[config.mk]
export PLATFORM = sky130hd
export DESIGN_NAME = snes_pad_responder
export DESIGN_NICKNAME = d
export VERILOG_FILES = /design/src/rtl/snes_pad_responder.sv
export SDC_FILE = /design/constraint.sdc
export NUM_CORES = 1
export LEC_CHECK = 0
export CAP_MARGIN = 10
export CORE_ASPECT_RATIO = 0.6
export CORE_MARGIN = 1
export CORE_UTILIZATION = 30
export CTS_CLUSTER_DIAMETER = 150
export DETAILED_ROUTE_END_ITERATION = 6
export GPL_TIMING_DRIVEN = 0
export HOLD_SLACK_MARGIN = 0.06
export PLACE_DENSITY_LB_ADDON = 0.08
export SLEW_MARGIN = 20
export SYNTH_ARGS = -nofsm -noshare
export SYNTH_HDL_FRONTEND = slang
export SYNTH_SLANG_ARGS = --single-unit
[constraint.sdc]
create_clock -name clk -period 2.7 [get_ports clk]
set_clock_uncertainty 0.1 [all_clocks]
set_input_delay 0.81 -clock clk [delete_from_list [all_inputs] [get_ports clk]]
set_output_delay 0.81 -clock clk [all_outputs]
set_load 0.05 [all_outputs]
[src/rtl/snes_pad_responder.sv]
// SNES controller emulator: latches the pad on the host strobe and shifts 16
// active-low bits out on host clock rising edges, with both host lines resynchronized to clk.
module snes_pad_responder #(
  parameter int   SYNC_STAGES = 2,
  parameter logic IDLE_LEVEL  = 1'b1
) (
  input  logic        clk,
  input  logic        reset,
  input  logic        snes_clk,
  input  logic        data_latch,
  input  logic [11:0] buttons,
  output logic        serial_data,
  output logic [11:0] latched_buttons,
  output logic        frame_done
);

  typedef enum logic [1:0] {IDLE, LATCH, SHIFT, DONE} state_t;

  state_t                 state, state_n;
  logic [4:0]             idx, idx_n;
  logic                   serial_n, done_n;
  logic [11:0]            latched_n;
  logic [SYNC_STAGES-1:0] clk_sync, lat_sync;
  logic                   clk_d, lat_d;
  logic                   clk_s, lat_s, clk_rise, lat_rise, lat_fall;
  logic [15:0]            frame_bits;

  // Reset values match the idle line levels so release never looks like an edge.
  always_ff @(posedge clk or posedge reset) begin
    if (reset) begin
      clk_sync <= '1;
      clk_d    <= 1'b1;
      lat_sync <= '0;
      lat_d    <= 1'b0;
    end else begin
      clk_sync <= {clk_sync[SYNC_STAGES-2:0], snes_clk};
      clk_d    <= clk_sync[SYNC_STAGES-1];
      lat_sync <= {lat_sync[SYNC_STAGES-2:0], data_latch};
      lat_d    <= lat_sync[SYNC_STAGES-1];
    end
  end

  assign clk_s      = clk_sync[SYNC_STAGES-1];
  assign lat_s      = lat_sync[SYNC_STAGES-1];
  assign clk_rise   = clk_s & ~clk_d;
  assign lat_rise   = lat_s & ~lat_d;
  assign lat_fall   = ~lat_s & lat_d;
  assign frame_bits = {4'hF, ~latched_buttons};

  always_ff @(posedge clk or posedge reset) begin
    if (reset) begin
      state           <= IDLE;
      idx             <= '0;
      serial_data     <= IDLE_LEVEL;
      latched_buttons <= '0;
      frame_done      <= 1'b0;
    end else begin
      state           <= state_n;
      idx             <= idx_n;
      serial_data     <= serial_n;
      latched_buttons <= latched_n;
      frame_done      <= done_n;
    end
  end

  always_comb begin
    state_n   = state;
    idx_n     = idx;
    serial_n  = serial_data;
    latched_n = latched_buttons;
    done_n    = 1'b0;
    // A latch rising edge restarts the frame from any state and beats a coincident clock edge.
    if (lat_rise) begin
      state_n   = LATCH;
      idx_n     = '0;
      latched_n = buttons;
      serial_n  = ~buttons[0];
    end else begin
      case (state)
        IDLE: serial_n = IDLE_LEVEL;
        LATCH: begin
          if (lat_s) begin
            latched_n = buttons;
            serial_n  = ~buttons[0];
          end else if (lat_fall) begin
            state_n = SHIFT;
            idx_n   = '0;
          end
        end
        SHIFT: begin
          if (clk_rise) begin
            idx_n = idx + 5'd1;
            if (idx == 5'd15) begin
              state_n  = DONE;
              serial_n = 1'b0;
              done_n   = 1'b1;
            end else begin
              serial_n = frame_bits[idx_n[3:0]];
            end
          end
        end
        DONE: serial_n = 1'b0;
        default: state_n = IDLE;
      endcase
    end
  end

endmodule

# Word level (Yosys, flattened, before mapping)
# Index checks and enable logic that the tools add are counted.
totals:
  ff_bits: 27
  latch_bits: 0
  ramBits: 0
  mem_bits_ro: 0
  in_bits: 16
  output_inout_bits: 14
  wordCells: 61
  mem_count: 0
op_classes:
  n_addsub: 1
  n_mul: 0
  n_div: 0
  n_lt_le_gt_ge: 1
  eq_ne: 9
  n_shift: 0
  muxes: 25
  bitwise_logic: 8
  n_reduce_logical: 8
op_table:
  columns: ["op", "count"]
  rows:
  - ["12-bit 2-to-1 mux", 3]
  - ["5-bit 2-to-1 mux", 4]
  - ["3-bit inequality test, second input constant", 5]
  - ["12-bit NOT", 1]
  - ["2-bit 2-to-1 mux", 5]
  - ["5-bit one-hot mux with 2 select lines", 1]
  - ["1-bit 2-to-1 mux", 9]
  - ["5-bit by 1-bit adder with 5-bit output, second input constant", 1]
  - ["5-bit by 4-bit == test with 1-bit output, second input constant", 1]
  - ["4-bit by 5-bit < comparator with 1-bit output, second input constant", 1]
  - ["5-bit AND reduction", 1]
  - ["1-bit binary-select mux with 4-bit select", 1]
  - ["2-bit == test, second input constant", 2]
  - ["1-bit NOT", 4]
  - ["1-bit one-hot mux with 4 select lines", 1]
  - ["2-bit one-hot mux with 2 select lines", 1]
  - ["2-bit AND reduction", 2]
  - ["4-bit AND reduction", 1]
  - ["2-bit nonzero test", 2]
  - ["1-bit bitwise AND", 3]
  - ["3-bit nonzero test", 1]
  - ["2-bit by 1-bit == test with 1-bit output, second input constant", 1]
  - ["2-bit logical NOT", 1]

# Logic depth before layout (Yosys ltp)
logic_depth:
  word_depth: 7
  ltp_mapped: 8
  depth_no_buf: 7

# Least setup slack after synthesis
# Ideal clock, no wire load.
synth_path:
  path_kind: "register -> register"
  start: "reg idx[0]"
  end: "reg serial_data"
  setup_ps: 59
  arrival_time_ps: 1806
  t_required_ps: 2541
  slack_ps: 735
  stages_incl_launch_ff: 7
  path_buffers: 0
  period_less_slack_ps: 1965
  path_cell_list: "dfrtp_1 -> ha_1 -> mux4_1 -> nand2b_1 -> a21oi_1 -> a311oi_1 -> o32a_2"
synth_via:
  elab_chain_cells: 7
  elab_cells_between_ends: 8
  classes_between: "add/sub: 1; eq/ne: 1; mux: 6"
synth_lines:
  columns: ["item", "line", "rtl"]
  rows:
  - ["start: declaration", "20", "logic [4:0] idx, idx_n;"]
  - ["start signal: assignment", "59", "idx <= idx_n;"]
  - ["5-bit by 1-bit adder with 5-bit output", "92", "idx_n = idx + 5'd1;"]
  - ["1-bit binary-select mux with 4-bit select", "98", "serial_n = frame_bits[idx_n[3:0]];"]
  - ["1-bit 2-to-1 mux (not written as such)", "98", null]
  - ["1-bit 2-to-1 mux *", "93", "if (idx == 5'd15) begin"]
  - ["1-bit 2-to-1 mux *", "91", "if (clk_rise) begin"]
  - ["1-bit one-hot mux with 4 select lines *", "79", "case (state)"]
  - ["1-bit 2-to-1 mux *", "73", "if (lat_rise) begin"]
  - ["end signal: assignment", "60", "serial_data <= serial_n;"]
  - ["end: declaration", "12", "output logic serial_data,"]
# Every way passes the cells marked *; elsewhere a longest branch is shown, timed or not. The select of a mux whose other input is x is not followed.
# A chain may end at the register's enable or synchronous reset.

# Worst setup path in the final report
layout_path:
  start: "reg serial_data"
  end: "out serial_data"
# No word-level cell between the ends.

==> results.tsv <==
stage	metric	value	unit
run_status	status	complete, no violations	
place	dp_hpwl	1.83	mm
clock_network	cts_tree	built	
synth	syn_inst	101	
cells_and_area	n_antenna_cell	0	
synth	synth.distinct_cells	26	
clock_network	root_buffer	clkbuf_8	
power	p_sw	708	uW
floorplan	num_io_pins	30	
synth	synth_top_area_share	0.462	
sta	worstMarginPinSlew	561	ps
cells_and_area	drive_gt1_frac	0.187	
synth	syn_nets	121	
power	power_frac_comb	0.491	
synth	avgSynthCellArea	12.3	um^2
run	cap_violations	0	
setup_path	critPathTopFamily	buffers and inverters	
clock_network	cts_setup_buffers	0	
cells_and_area	fin_area	1640	um^2
worst_hold_path	hold_class	register to register	
cells_and_area	nNetsFinal	155	
place	gp_congestion	0.703	
sta	maxSlewHeadroom	0.626	
setup_path	path_max_fanout	2	
synth	ys_warn_count	0	
sta	fin_crit	2520	ps
floorplan	rows	17	
synth	synth_top_flop_cell	dfrtp_1	
sta	fmax	397	MHz
power	pwr-share-seq	0.369	
synth	synthTopCellsByArea	dfrtp_1, mux2_2, dfstp_2	
route	avgRoutedWirePerCell	13.8	um
setup_path	critPathSlowestCell	clkdlybuf4s50_1	
worst_hold_path	holdCritStartpoint	lat_sync[0]	
route	vias	888	
cells_and_area	final_common_cell	clkdlybuf4s50_1	
place	io_buffers	29	
setup_path	critical_path_required	1790	ps
sta	hold_viol_final	0	
clock_network	cts_buffer_depth	2	
synth	ys_seq_area_frac	0.546	
clock_network	h-tree-depth	1	
synth	synth_edf_count	0	
clock_network	clk_latency	280	ps
sta	fin_setup_tns	0	ps
setup_path	end_kind	output pin	
cells_and_area	synthToLayoutAreaGrowth	31.7	%
floorplan	die_w	85.2	um
setup_path	r2r-start	idx[0]	
setup_path	max_stage_delay	790	ps
sta	drv_slew	0	
sta	rsz0062_at_grt	no	
route	route.met2.wl	978	um
cells_and_area	final_cell_mix	clkdlybuf4s50_1, dfrtp_1, mux2_2, o21ai_0, nand2_1	
power	ir_drop	0.536	mV
synth	ys_ff_latch	27	
clock_network	cts-buffers-inserted	3	
sta	setup_violations	0	
route	dr.pass1.iters	4	
clock_network	clock_sinks	27	
synth	ys_async_sr_fraction	1.00	
global_route	grt-ovfl-total	0	
route	route.detailed.drc	0	
power	clock_power_share	0.141	
setup_path	worst-setup-path-type	register to output pin	
floorplan	die-area	4420	um^2
route	drt-vias-per-instance	4.91	
cells_and_area	utilization	0.429	
route	wl_met3	187	um
setup_path	crit_buf_inv	1	
global_route	antenna_found_initial	0	
sta	period_share	0.933	
power	p_per_area	1020	nW/um^2
place	placed_cell_area	1600	um^2
synth	yosysTopAreaCell	dfrtp_1	
route	antenna_left	0	
setup_path	critPathLaunchType	register	
clock_network	ctsResizeCount	0	
global_route	grt_pass1_vias	837	
floorplan	core_area	3830	um^2
power	leakage	0.674	nW
synth	syn_area	1250	um^2
floorplan	die_h	51.9	um
cells_and_area	nFillCells	375	
floorplan	start_util	0.325	
route	routed.top_layer	met4	
power	swShare	0.421	
global_route	grt_pass1_wl	4.11	mm
clock_network	cts_hold_buf	0	
setup_path	worstPathCellList	clkdlybuf4s50_1	
global_route	grt_max_degree	28	
route	wirelength	2.50	mm
power	p_int	973	uW
setup_path	arrival	1610	ps
route	wl_met1	1.32	mm
clock_network	clk_transition_reported_paths	90	ps
global_route	track_usage	0.125	
setup_path	cp-startpoint	serial_data	
route	drtIter0Drc	45	
cells by family (layout without fill, tap and decap cells):
group / count (synthesis) / in the layout / synth area share
flops: 27 / 27 / 0.546
compound gates: 22 / 22 / 0.114
simple gates: 21 / 21 / 0.0813
mux: 15 / 15 / 0.172
buf+inv: 10 / 43 / 0.0321
fa+ha+maj: 4 / 4 / 0.0402
xor+xnor: 2 / 2 / 0.0141
cell type report:
cell class / count / area [um^2] / share of cell area
well taps: 47 / 58.8 / 0.0358
clock buffers: 3 / 41.3 / 0.0252
plain buffers: 3 / 13.8 / 0.00838
clock inverters: 1 / 5.00 / 0.00305
multi-input cells: 64 / 526 / 0.320
inverters: 7 / 26.3 / 0.0160
flip-flops and latches: 27 / 681 / 0.415
repair buffers: 29 / 290 / 0.177
path summary, 6_finish.rpt:
kind	endpoint	slack [ps]	cells past startpoint
min in group asynchronous	lat_sync[0]	790	2
max	serial_data	180	1
min reg2reg	lat_sync[1]	260	0
min	lat_sync[1]	260	0
max in group asynchronous	serial_data	1330	2
max reg2reg	serial_data	420	6
cells in the mapped netlist, drive strengths merged (2+ instances only):
cell type and instances:
nor2b 2, buf 2, nand3 2, inv 7, nand2 7, ha 4, nand2b 5, dfrtp 23
a21oi 4, mux4 3, dfstp 4, xnor2 2, nor2 4, mux2 12, o21ai 9
sequential cells by signal (all words and copies together) (netlist names):
register,flops
latched_buttons,12
idx,5
clk_sync,2
lat_sync,2
state,2
clk_d,1
frame_done,1
lat_d,1
serial_data,1
stage by stage:
stage               hold slack [ps]  power [mW]  instances  worst slack (ps)
global route                    266        1.78        181               134
finish                          256        1.68        181               181
global placement                234        1.45        177               476
floorplan                       231        1.19        101               735
CTS                             259        1.70        181               160
detailed placement              235        1.46        177               457
power groups by stage:
stage	logic [mW]	clock network [mW]	registers [mW]
final	0.825	0.236	0.620
after global routing	0.876	0.267	0.636
after CTS	0.833	0.248	0.621
after detailed placement	0.829	0	0.627
after global placement	0.824	0	0.626
after floorplan	0.324	0	0.869
metal layers:
| metal | GRT usage | vias to the layer above |
|---|---|---|
| met4 | 0.0254 | 0 |
| met2 | 0.169 | 29 |
| met1 | 0.186 | 429 |
| li1 | - | 426 |
| met3 | 0.0476 | 4 |
| met5 | 0 | - |
Power figures use the tool's default switching activity.
